==> src/rtl/csr_target_interface_waited_if.sv <==
// CSR request/response and local-access bundle for the waited CSR target.
// The master modport is the requester plus register block side; the slave modport is the target.
interface csr_target_interface_waited_if #(
  parameter int unsigned DATA_WIDTH   = 32,
  parameter int unsigned ADDR_WIDTH   = 16,
  parameter int unsigned SELECT_WIDTH = 16
);
  logic                    csr_request_valid;
  logic                    csr_request_read_not_write;
  logic [SELECT_WIDTH-1:0] csr_request_select;
  logic [ADDR_WIDTH-1:0]   csr_request_address;
  logic [DATA_WIDTH-1:0]   csr_request_data;
  logic                    csr_target_done;
  logic [DATA_WIDTH-1:0]   csr_read_data;
  logic                    csr_access_valid;
  logic                    csr_access_read_not_write;
  logic [ADDR_WIDTH-1:0]   csr_access_address;
  logic [DATA_WIDTH-1:0]   csr_access_data;
  logic                    csr_response_ack;
  logic                    csr_response_read_data_valid;
  logic [DATA_WIDTH-1:0]   csr_response_read_data;
  logic                    csr_response_error;

  modport master (
    output csr_request_valid, csr_request_read_not_write, csr_request_select,
           csr_request_address, csr_request_data, csr_target_done, csr_read_data,
    input  csr_access_valid, csr_access_read_not_write, csr_access_address,
           csr_access_data, csr_response_ack, csr_response_read_data_valid,
           csr_response_read_data, csr_response_error
  );

  modport slave (
    input  csr_request_valid, csr_request_read_not_write, csr_request_select,
           csr_request_address, csr_request_data, csr_target_done, csr_read_data,
    output csr_access_valid, csr_access_read_not_write, csr_access_address,
           csr_access_data, csr_response_ack, csr_response_read_data_valid,
           csr_response_read_data, csr_response_error
  );
endinterface

==> src/rtl/csr_target_interface_waited.sv <==
// CSR target: accepts a selected request on the valid rising edge, holds the local access
// until the register block signals done, and aborts with an error after a cycle budget.
module csr_target_interface_waited #(
  parameter int unsigned DATA_WIDTH     = 32,
  parameter int unsigned ADDR_WIDTH     = 16,
  parameter int unsigned SELECT_WIDTH   = 16,
  parameter int unsigned TIMEOUT_CYCLES = 16,
  parameter int unsigned TIMEOUT_WIDTH  = 5,
  parameter logic [31:0] TIMEOUT_DATA   = 32'hDEADC0DE
) (
  input  logic                      clk,
  input  logic                      reset_n,
  input  logic [SELECT_WIDTH-1:0]   csr_select,
  input  logic [SELECT_WIDTH-1:0]   csr_select_mask,
  csr_target_interface_waited_if.slave bus
);

  localparam logic [TIMEOUT_WIDTH-1:0] TIMEOUT_LAST   = TIMEOUT_WIDTH'(TIMEOUT_CYCLES - 1);
  localparam logic [DATA_WIDTH-1:0]    TIMEOUT_DATA_W = DATA_WIDTH'(TIMEOUT_DATA);

  typedef enum logic [1:0] {
    IDLE,
    ACCESS,
    RESPOND
  } state_e;

  state_e                   state_q, state_d;
  logic                     last_valid_q;
  logic [TIMEOUT_WIDTH-1:0] count_q, count_d;
  logic                     access_valid_q, access_valid_d;
  logic                     rnw_q, rnw_d;
  logic [ADDR_WIDTH-1:0]    addr_q, addr_d;
  logic [DATA_WIDTH-1:0]    data_q, data_d;
  logic                     rdv_q, rdv_d;
  logic [DATA_WIDTH-1:0]    rdata_q, rdata_d;
  logic                     error_q, error_d;

  logic new_req;
  logic match;
  logic accept;
  logic done;
  logic timeout;

  assign new_req = bus.csr_request_valid & ~last_valid_q;
  assign match   = ((bus.csr_request_select ^ csr_select) & csr_select_mask) == '0;
  assign accept  = (state_q == IDLE) & new_req & match;
  assign done    = bus.csr_target_done;
  assign timeout = (count_q == TIMEOUT_LAST);

  always_ff @(posedge clk or negedge reset_n) begin
    if (!reset_n) state_q <= IDLE;
    else          state_q <= state_d;
  end

  always_comb begin
    state_d = state_q;
    unique case (state_q)
      IDLE:    if (accept) state_d = ACCESS;
      ACCESS: begin
        // done takes priority over the last timeout cycle
        if (done)         state_d = rnw_q ? RESPOND : IDLE;
        else if (timeout) state_d = RESPOND;
      end
      RESPOND: state_d = IDLE;
      default: state_d = IDLE;
    endcase
  end

  always_comb begin
    count_d        = count_q;
    access_valid_d = access_valid_q;
    rnw_d          = rnw_q;
    addr_d         = addr_q;
    data_d         = data_q;
    rdv_d          = rdv_q;
    rdata_d        = rdata_q;
    error_d        = error_q;
    unique case (state_q)
      IDLE: begin
        if (accept) begin
          access_valid_d = 1'b1;
          count_d        = '0;
          rnw_d          = bus.csr_request_read_not_write;
          addr_d         = bus.csr_request_address;
          data_d         = bus.csr_request_data;
        end
      end
      ACCESS: begin
        if (done) begin
          access_valid_d = 1'b0;
          if (rnw_q) begin
            rdv_d   = 1'b1;
            rdata_d = bus.csr_read_data;
          end
        end else if (timeout) begin
          access_valid_d = 1'b0;
          error_d        = 1'b1;
          if (rnw_q) begin
            rdv_d   = 1'b1;
            rdata_d = TIMEOUT_DATA_W;
          end
        end else begin
          count_d = count_q + TIMEOUT_WIDTH'(1);
        end
      end
      RESPOND: begin
        rdv_d   = 1'b0;
        rdata_d = '0;
        error_d = 1'b0;
      end
      default: ;
    endcase
  end

  always_ff @(posedge clk or negedge reset_n) begin
    if (!reset_n) begin
      last_valid_q   <= 1'b0;
      count_q        <= '0;
      access_valid_q <= 1'b0;
      rnw_q          <= 1'b0;
      addr_q         <= '0;
      data_q         <= '0;
      rdv_q          <= 1'b0;
      rdata_q        <= '0;
      error_q        <= 1'b0;
    end else begin
      last_valid_q   <= bus.csr_request_valid;
      count_q        <= count_d;
      access_valid_q <= access_valid_d;
      rnw_q          <= rnw_d;
      addr_q         <= addr_d;
      data_q         <= data_d;
      rdv_q          <= rdv_d;
      rdata_q        <= rdata_d;
      error_q        <= error_d;
    end
  end

  assign bus.csr_access_valid             = access_valid_q;
  assign bus.csr_response_ack             = access_valid_q;
  assign bus.csr_access_read_not_write    = rnw_q;
  assign bus.csr_access_address           = addr_q;
  assign bus.csr_access_data              = data_q;
  assign bus.csr_response_read_data_valid = rdv_q;
  assign bus.csr_response_read_data       = rdata_q;
  assign bus.csr_response_error           = error_q;

endmodule

==> src/flat_wrapper.sv <==
// flat-port wrapper written by rule: the top's interface ports become plain ports
module csr_target_interface_waited_flat 
#(
  parameter int unsigned DATA_WIDTH     = 32,
  parameter int unsigned ADDR_WIDTH     = 16,
  parameter int unsigned SELECT_WIDTH   = 16,
  parameter int unsigned TIMEOUT_CYCLES = 16,
  parameter int unsigned TIMEOUT_WIDTH  = 5,
  parameter logic [31:0] TIMEOUT_DATA   = 32'hDEADC0DE
)
  (clk, reset_n, csr_select, csr_select_mask, bus_csr_request_valid, bus_csr_request_read_not_write, bus_csr_request_select, bus_csr_request_address, bus_csr_request_data, bus_csr_target_done, bus_csr_read_data, bus_csr_access_valid, bus_csr_access_read_not_write, bus_csr_access_address, bus_csr_access_data, bus_csr_response_ack, bus_csr_response_read_data_valid, bus_csr_response_read_data, bus_csr_response_error);
  csr_target_interface_waited_if #(.DATA_WIDTH(DATA_WIDTH), .ADDR_WIDTH(ADDR_WIDTH), .SELECT_WIDTH(SELECT_WIDTH)) bus_i ();
  input  logic clk;
  input  logic reset_n;
  input  logic [SELECT_WIDTH-1:0] csr_select;
  input  logic [SELECT_WIDTH-1:0] csr_select_mask;
  input wire logic [$bits(bus_i.csr_request_valid)-1:0] bus_csr_request_valid;
  input wire logic [$bits(bus_i.csr_request_read_not_write)-1:0] bus_csr_request_read_not_write;
  input wire logic [$bits(bus_i.csr_request_select)-1:0] bus_csr_request_select;
  input wire logic [$bits(bus_i.csr_request_address)-1:0] bus_csr_request_address;
  input wire logic [$bits(bus_i.csr_request_data)-1:0] bus_csr_request_data;
  input wire logic [$bits(bus_i.csr_target_done)-1:0] bus_csr_target_done;
  input wire logic [$bits(bus_i.csr_read_data)-1:0] bus_csr_read_data;
  output wire logic [$bits(bus_i.csr_access_valid)-1:0] bus_csr_access_valid;
  output wire logic [$bits(bus_i.csr_access_read_not_write)-1:0] bus_csr_access_read_not_write;
  output wire logic [$bits(bus_i.csr_access_address)-1:0] bus_csr_access_address;
  output wire logic [$bits(bus_i.csr_access_data)-1:0] bus_csr_access_data;
  output wire logic [$bits(bus_i.csr_response_ack)-1:0] bus_csr_response_ack;
  output wire logic [$bits(bus_i.csr_response_read_data_valid)-1:0] bus_csr_response_read_data_valid;
  output wire logic [$bits(bus_i.csr_response_read_data)-1:0] bus_csr_response_read_data;
  output wire logic [$bits(bus_i.csr_response_error)-1:0] bus_csr_response_error;
  assign bus_i.csr_request_valid = bus_csr_request_valid;
  assign bus_i.csr_request_read_not_write = bus_csr_request_read_not_write;
  assign bus_i.csr_request_select = bus_csr_request_select;
  assign bus_i.csr_request_address = bus_csr_request_address;
  assign bus_i.csr_request_data = bus_csr_request_data;
  assign bus_i.csr_target_done = bus_csr_target_done;
  assign bus_i.csr_read_data = bus_csr_read_data;
  assign bus_csr_access_valid = bus_i.csr_access_valid;
  assign bus_csr_access_read_not_write = bus_i.csr_access_read_not_write;
  assign bus_csr_access_address = bus_i.csr_access_address;
  assign bus_csr_access_data = bus_i.csr_access_data;
  assign bus_csr_response_ack = bus_i.csr_response_ack;
  assign bus_csr_response_read_data_valid = bus_i.csr_response_read_data_valid;
  assign bus_csr_response_read_data = bus_i.csr_response_read_data;
  assign bus_csr_response_error = bus_i.csr_response_error;
  csr_target_interface_waited #(.DATA_WIDTH(DATA_WIDTH), .ADDR_WIDTH(ADDR_WIDTH), .SELECT_WIDTH(SELECT_WIDTH), .TIMEOUT_CYCLES(TIMEOUT_CYCLES), .TIMEOUT_WIDTH(TIMEOUT_WIDTH), .TIMEOUT_DATA(TIMEOUT_DATA)) u_core (.clk(clk), .reset_n(reset_n), .csr_select(csr_select), .csr_select_mask(csr_select_mask), .bus(bus_i));
endmodule
==> config.mk <==
export PLATFORM = sky130hd
export DESIGN_NAME = csr_target_interface_waited_flat
export DESIGN_NICKNAME = d
export VERILOG_FILES = /design/src/rtl/csr_target_interface_waited_if.sv /design/src/rtl/csr_target_interface_waited.sv /design/src/flat_wrapper.sv
export SDC_FILE = /design/constraint.sdc
export NUM_CORES = 1
export LEC_CHECK = 0
export ABC_AREA = 1
export CORE_MARGIN = 8
export CORE_UTILIZATION = 38
export CTS_BUF_LIST = sky130_fd_sc_hd__clkbuf_4
export DETAILED_ROUTE_END_ITERATION = 16
export PLACE_DENSITY = 0.8
export SLEW_MARGIN = 15
export SYNTH_ARGS = -nofsm -noshare
export SYNTH_HDL_FRONTEND = slang
export SYNTH_SLANG_ARGS = --single-unit
==> constraint.sdc <==
create_clock -name clk -period 1.8 [get_ports clk]
set_input_delay 0.36 -clock clk [delete_from_list [all_inputs] [get_ports clk]]
set_output_delay 0.36 -clock clk [all_outputs]
set_load 0.01 [all_outputs]
; ---- Word level (Yosys, flattened, before mapping)
; Cells that the tools add are included.
[totals]
regBits = 92
in_bits = 133
out_inout_bits = 85
wordCells = 62
[classes]
n_addsub = 1
eq_ne = 9
muxes = 25
bitwise = 6
n_reduce_logical = 11
[ops]
columns = op, n
row1 = two-way mux 32 bit, 4
row2 = case mux 32 bit (2 select lines), 1
row3 = bitwise AND 16 bit, 1
row4 = zero test 16 bit, 1
row5 = bitwise XOR 16 bit, 1
row6 = two-way mux 5 bit, 3
row7 = case mux 5 bit (2 select lines), 1
row8 = AND reduction 3 bit, 3
row9 = two-way mux 1 bit, 8
row10 = two-way mux 2 bit, 4
row11 = "inequality test 2 x 1 -> 1 bit, second input constant", 3
row12 = case mux 1 bit (2 select lines), 3
row13 = AND reduction 2 bit, 3
row14 = "adder 5 x 1 -> 5 bit, second input constant", 1
row15 = "equality test 5 x 4 -> 1 bit, second input constant", 1
row16 = "inequality test 2 bit, second input constant", 2
row17 = case mux 2 bit (2 select lines), 1
row18 = AND reduction 4 bit, 1
row19 = nonzero test 2 bit, 2
row20 = bitwise AND 1 bit, 3
row21 = "inequality test 3 x 2 -> 1 bit, second input constant", 1
row22 = "equality test 2 x 1 -> 1 bit, second input constant", 1
row23 = "equality test 2 bit, second input constant", 1
row24 = zero test 2 bit, 1
row25 = inverter 1 bit, 1

; ---- Longest topological paths before layout
[depth]
depth_word = 6
mapped_depth = 13
depth_no_buf = 12

; ---- Least setup slack after synthesis
; No wires, ideal clock.
[synth_timing]
path_type = register -> register
startpoint = register u_core.count_q[0]
endpoint = register u_core.rdata_q[21] (netlist: u_core.bus.csr_response_read_data[21])
setup_time_ns = 0.130
t_arrival_ns = 1.665
required_ns = 1.670
slack_ns = 0.004
stages_incl_launch_ff = 12
path_buffers = 1
period_less_slack_ns = 1.796
cell_sequence = dfrtp_1 > ha_1 > nand2_1 > nor2_1 > ha_1 > nor2_1 > nand2_2 > nand2_1 > a21oi_4 > buf_2 > o211ai_1 > o21ai_0
[synth_between]
elab_chain_len = 3
[synth_rtl]
columns = item, line
row1 = start: declaration, csr_target_interface_waited.sv:29  ; logic [TIMEOUT_WIDTH-1:0] count_q, count_d;
row2 = start signal: assignment, csr_target_interface_waited.sv:128  ; count_q <= count_d;
row3 = equality test 5 x 4 -> 1 bit, csr_target_interface_waited.sv:48  ; assign timeout = (count_q == TIMEOUT_LAST);
row4 = inequality test 3 x 2 -> 1 bit (no line), --
row5 = AND reduction 3 bit (no line), --
row6 = end signal: assignment, csr_target_interface_waited.sv:134  ; rdata_q <= rdata_d;
row7 = end: declaration, csr_target_interface_waited.sv:35  ; logic [DATA_WIDTH-1:0] rdata_q, rdata_d;
; Every way passes these cells.
; A chain may end at the register's enable or synchronous reset.

; ---- Worst setup path in the final report
[layout_timing]
startpoint = register u_core.count_q[0]
endpoint = register u_core.rdata_q[28] (netlist: u_core.bus.csr_response_read_data[28])
; The elaborated chain is that of the path after synthesis.

==> impl_metrics.yaml <==
die:
  die_h_um: 123
  die_x_um: 123
  core_region_area_sq_um: 11300
  fp.dieArea_sq_um: 15100
  placementRows: 39
  start_util: 0.384
  io_pins: 218
worst_setup_path:
  r2r-end: "u_core.bus.csr_response_read_data[28]"
  path_class: "flip-flop to flip-flop"
  cpMaxStageDelayCell: "dfrtp_1"
  cp_top_family: "adder cells"
  cp_num_buf_inv: 2
  crit_arrival_ns: 2.20
  r2r_start: "u_core.count_q[0]"
  slowest_delay_ns: 0.41
  reg2reg_slack_ns: -0.04
  crit_required_ns: 2.16
  crit_fanout: 6
  worstPathCellList: "ha_2 -> nand2_2 -> nor2_2 -> ha_2 -> nor2_4 -> nand2_2 -> nand2_4 -> a21oi_4 -> buf_12 -> buf_6 -> o211ai_1 -> o21ai_1"
  start_kind: "flip-flop"
  end_kind: "flip-flop"
  reg2reg_depth: 12
detailed_routing:
  viasPerCell: 4.79
  route.antenna.remaining_nets: 0
  route.vias.total: 4576
  wirelength_um: 16100
  wl_per_cell_um: 16.8
  drt-initial-drc-count: 240
  drc: 0
  drtPass1Iterations: 4
clock_network:
  cts.sinks: 92
  cts_buffer_depth: 2
  path_clk_slew_ns: 0.15
  cts_tree: "done"
  clock_latency_ns: 0.45
  cts_buffers: 9
  root_buffer: "clkbuf_4"
  cts-htree-levels: 3
synth:
  netlist.area_leader.share: 0.529
  netlist.top_cell.by_area: "dfrtp_1"
  ys_warn_count: 0
  synth-seq-area-share: 0.529
  synth_cells: 541
  ys_ff_latch: 92
  netlist_area_sq_um: 4350
  postSynthNetCount: 679
  avgSynthCellArea_sq_um: 8.04
  yosysUniqueCellTypes: 27
  synthTopCellsByArea: "dfrtp_1, inv_1, nand2_1"
global_routing:
  grt-ovfl-total: 0
  grt_pass1_vias: 4632
  grtUsageTotal: 0.187
  grt_max_degree: 50
  grt_pass1_wl_um: 22600
  grt_antenna_before_repair: 0
pwr:
  power_leakage_nw: 4.27
  ir_drop_v: 0.000814
  powerDensity_nw_per_um2: 865
sta:
  finalCriticalPeriod_ns: 1.84
  fin_skew_ns: 0.0127
  slew-limit-headroom: 0.706
  fin_ws_ns: -0.0379
  finalSetupTns_ns: -0.157
  setup_viol: 8
  finalHoldViolCount: 0
  maxSlewViolCount: 0
  rsz0062_at_grt: "true"
  whs_ns: 0.380
  fin_crit_sh: 1.02
  tightest_slew_ns: 0.441
  max_freq_mhz: 544
min_path:
  hold_class: "primary input to async pin"
layout:
  nNetsFinal: 946
  fillCellCount: 870
  diodes: 0
  post-route-util: 0.678
  drive_above_1_share: 0.146
  area_delta_synth_final_pct: 76.3
  fin_area_sq_um: 7670
flow_run:
  cap_violations: 0
place:
  portBuffers: 217
  place_ws_ns: -0.369
  place_area_sq_um: 6880
  dpl.hpwl_um: 10600
  place.gp.congestion: 0.803
run_status:
  violations: "setup timing"
  status: "complete, but fails checks"
## how the worst max path moves through the flow
stage,from,endpoint,cells after the start
after floorplan,u_core.count_q[0],u_core.bus.csr_response_read_data[21],11
after global placement,csr_select[11],u_core.bus.csr_access_data[14],10
after detailed placement,csr_select[2],u_core.bus.csr_access_data[16],10
after CTS,u_core.count_q[0],u_core.bus.csr_response_read_data[28],12
after global routing,u_core.count_q[1],u_core.bus.csr_response_read_data[31],12
final,u_core.count_q[0],u_core.bus.csr_response_read_data[28],12
## registers in the layout, indices dropped and copies added (netlist names)
| name | cells |
|---|---|
| u_core.bus.csr_access_data | 32 |
| u_core.bus.csr_response_read_data | 32 |
| u_core.bus.csr_access_address | 16 |
| u_core.count_q | 5 |
| u_core.state_q | 2 |
| u_core.bus.csr_access_read_not_write | 1 |
| u_core.bus.csr_access_valid | 1 |
| u_core.bus.csr_response_error | 1 |
| u_core.bus.csr_response_read_data_valid | 1 |
| u_core.last_valid_q | 1 |
## layout by cell type (no fill, tap or decap), types with 2 or more instances in the layout
cell type,instances
inv_1,122
or2_4,2
ha_2,3
dlygate4sd2_1,2
buf_4,37
a21oi_4,2
o211ai_1,19
nor2_1,21
ha_1,2
buf_12,5
nand2_1,115
clkbuf_4,10
nand2_4,2
clkbuf_16,5
clkinvlp_4,2
inv_2,2
nand3_1,22
nand2_2,4
nor2_2,2
nand3_2,13
clkdlybuf4s50_1,173
dfrtp_1,92
buf_6,12
o21ai_0,10
o21ai_1,65
dlymetal6s2s_1,41
o21ai_2,10
## repair_timing
| item | 4_1_cts | 5_1_grt |
|---|---|---|
| hold endpoints to repair | 27 | 0 |
| gates cloned | 3 | 10 |
| setup endpoints to repair | 88 | 128 |
| resized for setup | 41 | 92 |
| buffers inserted | 7 | 8 |
| pin swaps | 7 | 9 |
| hold buffers | 1 | 0 |
## metal layers
layer  wire, um  vias up  share of wire  GRT usage
met5          0        -              0          0
met4        206        0          0.013     0.0512
met3       1180       22          0.073     0.0685
met2       8430      155           0.52      0.330
met1       6250     2188           0.39      0.209
li1           -     2211              -          -
## cell usage after synthesis (all sizes together)
cell type and count:
o21ai 86, xor2 1, nand2 121, inv 124, buf 14, o211ai 19, a21oi 2, nand3b 1
a21o 1, dfrtp 92, or2 1, nand4 1, o21bai 1, ha 5, nor3b 1, nor2 24
a31oi 1, clkbuf 10, nor3 1, nand3 35
## through the flow
step,total power [mW],std cells
2_1_floorplan,3.61,541
3_5_place_dp,5.22,915
5_1_grt,7.03,956
3_3_place_gp,5.12,915
4_1_cts,6.57,941
6_report,6.64,956
## power breakdown
part           switching (mW)  total [mW]  internal, mW
logic                    1.19        2.70          1.51
clock network           0.739        1.18         0.438
registers               0.251        2.76          2.51
## cells by family (layout without fill, tap and decap cells)
logic type / count (synthesis) / count (layout) / synth area share
AOI/OAI and AO/OA: 110 / 111 / 0.142
DFF: 92 / 92 / 0.529
adders and majority gates: 5 / 5 / 0.0144
buffers and inverters: 148 / 418 / 0.139
xor gates and xnor gates: 1 / 1 / 0.00201
and+or+nand+nor: 185 / 186 / 0.173
## layout make-up
class	count	area [sq um]	share of cell area
Clock buffer	10	75.1	0.00978
Clock inverter	6	62.6	0.00815
Inverter	124	465	0.0607
Multi-Input combinational cell	303	1640	0.213
Sequential cell	92	2300	0.300
Tap cell	143	179	0.0233
Timing Repair Buffer	278	2950	0.385
Power figures use the tool's default switching activity.
